[config.mk]
export PLATFORM = sky130hd
export DESIGN_NAME = if_stage_ctrl
export DESIGN_NICKNAME = d
export VERILOG_FILES = /design/src/rtl/if_stage_ctrl.sv
export SDC_FILE = /design/constraint.sdc
export NUM_CORES = 1
export LEC_CHECK = 0
export CORE_ASPECT_RATIO = 1.25
export CORE_MARGIN = 2
export CORE_UTILIZATION = 44
export DETAILED_ROUTE_END_ITERATION = 8
export PLACE_DENSITY = 0.81
export SYNTH_ARGS = -nofsm -noshare
export SYNTH_HDL_FRONTEND = slang
export SYNTH_SLANG_ARGS = --single-unit
export TNS_END_PERCENT = 5
[constraint.sdc]
create_clock -name clk -period 4.9 [get_ports clk]
set_input_delay 0.98 -clock clk [delete_from_list [all_inputs] [get_ports clk]]
set_output_delay 0.98 -clock clk [all_outputs]
set_load 0.02 [all_outputs]
[src/rtl/if_stage_ctrl.sv]
// Instruction-fetch stage controller: PC register, IF/ID register, imem handshake,
// redirect and bubble insertion. Optional counters under FETCH_PERF_CNT_EN.
//
//   state  | meaning
//   S_BOOT | first cycle after reset, no fetch request, nothing accepted
//   S_RUN  | fetching, last request answered (or none outstanding)
//   S_MISS | fetching, imem has not yet returned the word for pc_q
module if_stage_ctrl #(
    parameter logic [31:0] RESET_PC = 32'h0000_0000,
    parameter logic [31:0] NOP_INST = 32'h0000_0013
) (
    input  logic        clk,
    input  logic        rst,
    input  logic        PCWr,
    input  logic        IF_ID_Wr,
    input  logic        flush,
    input  logic [31:0] target_pc,
    output logic [31:0] imem_addr,
    output logic        imem_req,
    input  logic [31:0] imem_rdata,
    input  logic        imem_valid,
    output logic [31:0] IF_ID_PC,
    output logic [31:0] IF_ID_Inst,
    output logic        IF_ID_Valid,
    output logic [4:0]  IF_ID_Rs1,
    output logic [4:0]  IF_ID_Rs2
`ifdef FETCH_PERF_CNT_EN
    ,
    output logic [31:0] perf_stall_cnt,
    output logic [31:0] perf_flush_cnt,
    output logic [31:0] perf_miss_cnt
`endif
);

    typedef enum logic [1:0] {
        S_BOOT = 2'd0,
        S_RUN  = 2'd1,
        S_MISS = 2'd2
    } state_t;

    state_t      state_q;
    state_t      state_d;
    logic [31:0] pc_q;
    logic [31:0] if_id_pc_q;
    logic [31:0] if_id_inst_q;
    logic        if_id_valid_q;

    logic        do_flush;
    logic        do_stall;
    logic        do_take;

    // IF_ID_Wr=0 holds everything regardless of PCWr so no fetched word is lost.
    always_comb begin
        do_flush = flush;
        do_stall = !flush && !IF_ID_Wr;
        do_take  = (state_q != S_BOOT) && imem_valid && PCWr && IF_ID_Wr && !flush;
    end

    always_comb begin
        state_d  = state_q;
        imem_req = 1'b0;
        case (state_q)
            S_BOOT: begin
                state_d = S_RUN;
            end
            S_RUN: begin
                imem_req = 1'b1;
                if (!imem_valid && !flush) begin
                    state_d = S_MISS;
                end
            end
            S_MISS: begin
                imem_req = 1'b1;
                if (imem_valid || flush) begin
                    state_d = S_RUN;
                end
            end
            default: begin
                state_d = S_BOOT;
            end
        endcase
    end

    always_ff @(posedge clk) begin
        if (rst) begin
            state_q <= S_BOOT;
        end else begin
            state_q <= state_d;
        end
    end

    always_ff @(posedge clk) begin
        if (rst) begin
            pc_q          <= RESET_PC;
            if_id_pc_q    <= 32'h0000_0000;
            if_id_inst_q  <= NOP_INST;
            if_id_valid_q <= 1'b0;
        end else if (do_flush) begin
            pc_q          <= {target_pc[31:2], 2'b00};
            if_id_inst_q  <= NOP_INST;
            if_id_valid_q <= 1'b0;
        end else if (do_stall) begin
            pc_q          <= pc_q;
            if_id_pc_q    <= if_id_pc_q;
            if_id_inst_q  <= if_id_inst_q;
            if_id_valid_q <= if_id_valid_q;
        end else if (do_take) begin
            pc_q          <= pc_q + 32'd4;
            if_id_pc_q    <= pc_q;
            if_id_inst_q  <= imem_rdata;
            if_id_valid_q <= 1'b1;
        end else begin
            // Bubble: PC of the IF/ID slot is left as-is, only the payload is killed.
            if_id_inst_q  <= NOP_INST;
            if_id_valid_q <= 1'b0;
        end
    end

    assign imem_addr   = pc_q;
    assign IF_ID_PC    = if_id_pc_q;
    assign IF_ID_Inst  = if_id_inst_q;
    assign IF_ID_Valid = if_id_valid_q;
    assign IF_ID_Rs1   = if_id_inst_q[19:15];
    assign IF_ID_Rs2   = if_id_inst_q[24:20];

`ifdef FETCH_PERF_CNT_EN
    logic [31:0] stall_cnt_q;
    logic [31:0] flush_cnt_q;
    logic [31:0] miss_cnt_q;

    always_ff @(posedge clk) begin
        if (rst) begin
            stall_cnt_q <= 32'h0000_0000;
            flush_cnt_q <= 32'h0000_0000;
            miss_cnt_q  <= 32'h0000_0000;
        end else begin
            if (do_stall && (stall_cnt_q != 32'hFFFF_FFFF)) begin
                stall_cnt_q <= stall_cnt_q + 32'd1;
            end
            if (do_flush && (flush_cnt_q != 32'hFFFF_FFFF)) begin
                flush_cnt_q <= flush_cnt_q + 32'd1;
            end
            if ((state_q == S_MISS) && (miss_cnt_q != 32'hFFFF_FFFF)) begin
                miss_cnt_q <= miss_cnt_q + 32'd1;
            end
        end
    end

    assign perf_stall_cnt = stall_cnt_q;
    assign perf_flush_cnt = flush_cnt_q;
    assign perf_miss_cnt  = miss_cnt_q;
`endif

endmodule

# Yosys cells after proc, flatten, opt, wreduce, memory -nomap -nowiden
# Index checks and enable logic that the tools add are counted.
[word_totals] regBits=99 output_inout_bits=108 word_cells=42
[op_classes] add_sub_neg=1 n_eq_ne=5 muxes=9 bitwise_logic=2 n_reduce_logical=19
[ops] cell="$mux 32" count=4
[ops] cell="$add 32x3->32 const B" count=1
[ops] cell="$logic_and 1x1->1" count=6
[ops] cell="$ne 2x2->1 const B" count=3
[ops] cell="$pmux 2 s3" count=1
[ops] cell="$reduce_and 2->1" count=3
[ops] cell="$mux 2" count=2
[ops] cell="$reduce_bool 2->1" count=2
[ops] cell="$reduce_or 2->1" count=2
[ops] cell="$logic_not 1->1" count=3
[ops] cell="$reduce_and 3->1" count=1
[ops] cell="$eq 2x1->1 const B" count=1
[ops] cell="$eq 2x2->1 const B" count=1
[ops] cell="$logic_not 2->1" count=1
[ops] cell="$mux 1" count=2
[ops] cell="$not 1->1" count=2
[ops] cell="$logic_or 1x1->1" count=1

# Depth between registers and ports, before layout
[depth] ltp_word=8 ltp_mapped=9

# Worst setup path before layout
# OpenSTA, ideal clock, no wires.
[synth_timing] path_type="input to register" start="in imem_valid" end="reg pc_q[27] (netlist: imem_addr[27])" setup_ns=0.091 arrival_ns=2.390 required_ns=4.809 setup_slack_ns=2.419 path_stages=4 path_cell_list="nand4b_1 or4_1 or3_1 a311oi_1"
[synth_between] elab_chain_len=6
[synth_rtl] element="from (decl)" line="21" source="input logic imem_valid,"
[synth_rtl] element="$logic_and 1x1->1 (4 in a row)" line="56" source="do_take = (state_q != S_BOOT) && imem_valid && PCWr && IF_ID_Wr && !flush;"
[synth_rtl] element="$reduce_bool 2->1 (no source line)"
[synth_rtl] element="$reduce_and 2->1 (no source line)"
[synth_rtl] element="to (signal assigned)" line="99" source="pc_q <= {target_pc[31:2], 2'b00};"
[synth_rtl] element="to (signal assigned)" line="103" source="pc_q <= pc_q;"
[synth_rtl] element="to (signal assigned)" line="108" source="pc_q <= pc_q + 32'd4;"
[synth_rtl] element="to (decl)" line="43" source="logic [31:0] pc_q;"
# Every way passes these cells.
# A chain may end at the register's enable or synchronous reset.

# Final worst setup path
[layout_timing] start="in IF_ID_Wr" end="reg if_id_inst_q[7] (netlist: IF_ID_Inst[7])"
[layout_between] elab_chain_len=3 elab_cells_between_ends=5 classes_between="mux: 1; reduce/logical: 4"
[layout_rtl] element="from (decl)" line="15" source="input logic IF_ID_Wr,"
[layout_rtl] element="$logic_and 1x1->1 (2 in a row)" line="56"
[layout_rtl] element="$mux 32" line="107" source="end else if (do_take) begin"
[layout_rtl] element="to (signal assigned)" line="105" source="if_id_inst_q <= if_id_inst_q;"
[layout_rtl] element="to (signal assigned)" line="110" source="if_id_inst_q <= imem_rdata;"
[layout_rtl] element="to (decl)" line="45" source="logic [31:0] if_id_inst_q;"
# Parallel ways exist; a longest one is shown, timed or not.

==> impl_metrics.csv <==
group,metric,value,unit
outcome,status,"finished, final reports clean",
power_and_ir_drop,power_density,277,nW/um^2
drt,wl_per_cell,16.3,um
global_routing,grt.overflow.total,0,
layout,final_nets,724,
timing,maxSlewHeadroom,23.1,%
power_and_ir_drop,p_clk_share,38.3,%
yosys,synthFlopType,"dfxtp_1",
yosys,ys_seq_area_share,45.1,%
worst_hold_path,min_path_cells,2,
clocking,cts_made_buffers,9,
yosys,synth-seq-cells,95,
yosys,yosys.area.top_type,"dfxtp_1",
setup_path,critPathKind,"input port to register",
global_routing,grt_pass1_vias,4204,
timing,final-hold-violation-count,0,
layout,drive_gt1_share,4.89,%
setup_path,worst-endpoint-arrival,3440,ps
timing,fmaxAchievable,315,MHz
power_and_ir_drop,leakage,0.00207,uW
global_routing,grt_start_max_net_pins,70,
yosys,avgSynthCellArea,8.24,um^2
yosys,synthArstFlopShare,0,%
setup_path,crit_path_end_kind,"register",
global_routing,grt_pass1_wl,20300,um
floorplan,num_rows,39,
setup_path,crit_end,"IF_ID_Inst[7]$_SDFFE_PP0N_",
drt,drt-vias-per-instance,5.46,
clocking,cts_tree,"built",
placement,place_congestion,0.761,
layout,most-common-layout-cells,"clkdlybuf4s50_1, dfxtp_1, nand2_1",
timing,worst_pin_slew,1150,ps
floorplan,core-area,9220,um^2
yosys,synthTopCellsByArea,"dfxtp_1, nand2_1, nor2_1, a22oi_1, a21oi_1",
timing,setup_viol,0,
clocking,cts_root_buf,"clkbuf_16",
power_and_ir_drop,switching_power,426,uW
setup_path,r2r_slack,2210,ps
power_and_ir_drop,sequentialPowerShare,48.4,%
layout,final_common_cell,"clkdlybuf4s50_1",
yosys,synth-edff-count,0,
power_and_ir_drop,power.internal,1280,uW
clocking,cts_hold_buf,0,
setup_path,path_max_fanout,36,
yosys,ys_warn_count,0,
drt,drtAntennaViolNets,0,
setup_path,cp.required,5170,ps
floorplan,initial_utilization,45.7,%
drt,drcViolationCount,0,
drt,drt_iter0_markers,212,
clocking,htree_levels,3,
run,cap_violations,0,
placement,port_buffers,171,
timing,min_period_over_period,64.7,%
power_and_ir_drop,ir_drop,0.176,mV
setup_path,r2r_start,"state_q[0]$_SDFFE_PP0P_",
setup_path,reg2reg_depth,7,
power_and_ir_drop,p_sw_share,25.0,%
timing,finClkSkew,7.96,ps
drt,vias,4250,
floorplan,pin_count,178,
drt,finalWirelength,12700,um
setup_path,crit_start,"IF_ID_Wr",
clocking,clock_latency,340,ps
clocking,cts_max_path_buffers,2,
yosys,ys_types,55,
timing,period_needed,3170,ps
worst_hold_path,worstHoldPathType,"register to register",
setup_path,r2r_end,"IF_ID_Inst[7]$_SDFFE_PP0N_",
clocking,cts_sinks,95,
setup_path,cp-start-kind,"input port",
yosys,yosysTopAreaCellShare,45.1,%
power_and_ir_drop,power,1710,uW
clocking,clkTransAtPathRegs,60,ps
timing,slew_violations,0,
layout,diodes,0,
clocking,cts_resized,0,
timing,rsz0062_at_grt,"false",
timing,final.setup.tns,0,ps
floorplan,die_area,10400,um^2
global_routing,antenna_found_initial,0,
yosys,synthCells,512,
layout,area_growth,46.0,%
floorplan,die_x,91.6,um
drt,dr.pass1.iters,4,
global_routing,grt_usage,23.9,%
floorplan,dieHeight,113,um
placement,dp_hpwl,8950,um
clocking,post-cts-setup-buffer-count,0,
power_and_ir_drop,combPwrFrac,13.3,%
yosys,netlist_area,4220,um^2
## worst max-delay path, cell delays in order
cell and delay, ps:
clkdlybuf4s50_1 530, nand4b_1 470, nor2_4 660, buf_4 460, a22oi_1 170, nor2_1 150
## layout make-up
| cell class | instances | area [um^2] |
|---|---|---|
| Inverter | 14 | 52.6 |
| Timing Repair Buffer | 176 | 1740 |
| Tap cell | 123 | 154 |
| Clock inverter | 3 | 17.5 |
| Sequential cell | 95 | 1900 |
| Fill cell | 754 | 3070 |
| Clock buffer | 13 | 260 |
| Multi-Input combinational cell | 354 | 2030 |
## layer usage
| metal | global-route usage [%] | routed length, um | up-vias |
|---|---|---|---|
| li1 | - | - | 2072 |
| met1 | 28.0 | 5100 | 2005 |
| met2 | 42.0 | 6470 | 153 |
| met3 | 4.89 | 781 | 20 |
| met4 | 11.0 | 331 | 0 |
| met5 | 0 | 0 | - |
## how the worst min path moves through the flow
| stage | startpoint | endpoint |
|---|---|---|
| after floorplan | state_q[1]$_SDFFE_PP0P_ | state_q[1]$_SDFFE_PP0P_ |
| after global placement | IF_ID_PC[26]$_SDFFE_PP0P_ | IF_ID_PC[26]$_SDFFE_PP0P_ |
| after detailed placement | IF_ID_PC[27]$_SDFFE_PP0P_ | IF_ID_PC[27]$_SDFFE_PP0P_ |
| after CTS | IF_ID_PC[27]$_SDFFE_PP0P_ | IF_ID_PC[27]$_SDFFE_PP0P_ |
| after global routing | IF_ID_PC[8]$_SDFFE_PP0P_ | IF_ID_PC[8]$_SDFFE_PP0P_ |
| final | IF_ID_PC[11]$_SDFFE_PP0P_ | IF_ID_PC[11]$_SDFFE_PP0P_ |
## cells by family (layout without fill, tap and decap cells)
kind of cell,Yosys count,after routing,synth area share (%)
simple gates,221,221,25.3
compound gates,116,116,19.1
flops,95,95,45.1
buf+inv,66,206,7.36
xor+xnor,9,9,1.87
fa+ha+maj,4,4,1.19
other cells,1,4,0.0889
## state kept, by name, indices dropped and copies added (netlist names)
| register | count |
|---|---|
| IF_ID_Inst | 32 |
| IF_ID_PC | 30 |
| IF_ID_Valid | 1 |
| imem_addr | 30 |
| state_q | 2 |
## Yosys cell counts, drive strengths merged (2+ instances only)
library cell,count
nor4,8
xor2,4
o21a,2
nand3,8
nor2,63
or4,6
a221oi,2
nor4b,2
a211oi,9
nand4,15
dfxtp,95
a22oi,29
ha,4
and3,8
a2111oi,7
and4,2
a21oi,37
nor3,3
and2,3
o22ai,3
xnor2,5
or2,5
o31ai,3
nand2b,2
clkbuf,32
nand3b,4
buf,20
or3,6
nand2,80
o21ai,7
nor2b,2
a311oi,11
inv,13
## per-stage QoR
stage	utilization (%)	hold slack, ps	cell area, um^2	setup slack, ps	std cells
2_1_floorplan	-	470	4230	2420	515
3_3_place_gp	63.7	441	5880	1390	762
3_5_place_dp	63.7	449	5880	1360	762
4_1_cts	66.7	457	6160	1710	778
5_1_grt	66.7	477	6160	1550	778
6_report	66.7	453	6160	1730	778
## power groups by stage
stage / logic (uW) / registers [uW] / clock network (uW)
after floorplan: 88.4 / 860 / 0
after global placement: 220 / 842 / 0
after detailed placement: 226 / 844 / 0
after CTS: 228 / 827 / 664
after global routing: 243 / 831 / 697
final: 227 / 827 / 654
No activity file was read; power rests on OpenSTA's default activity.
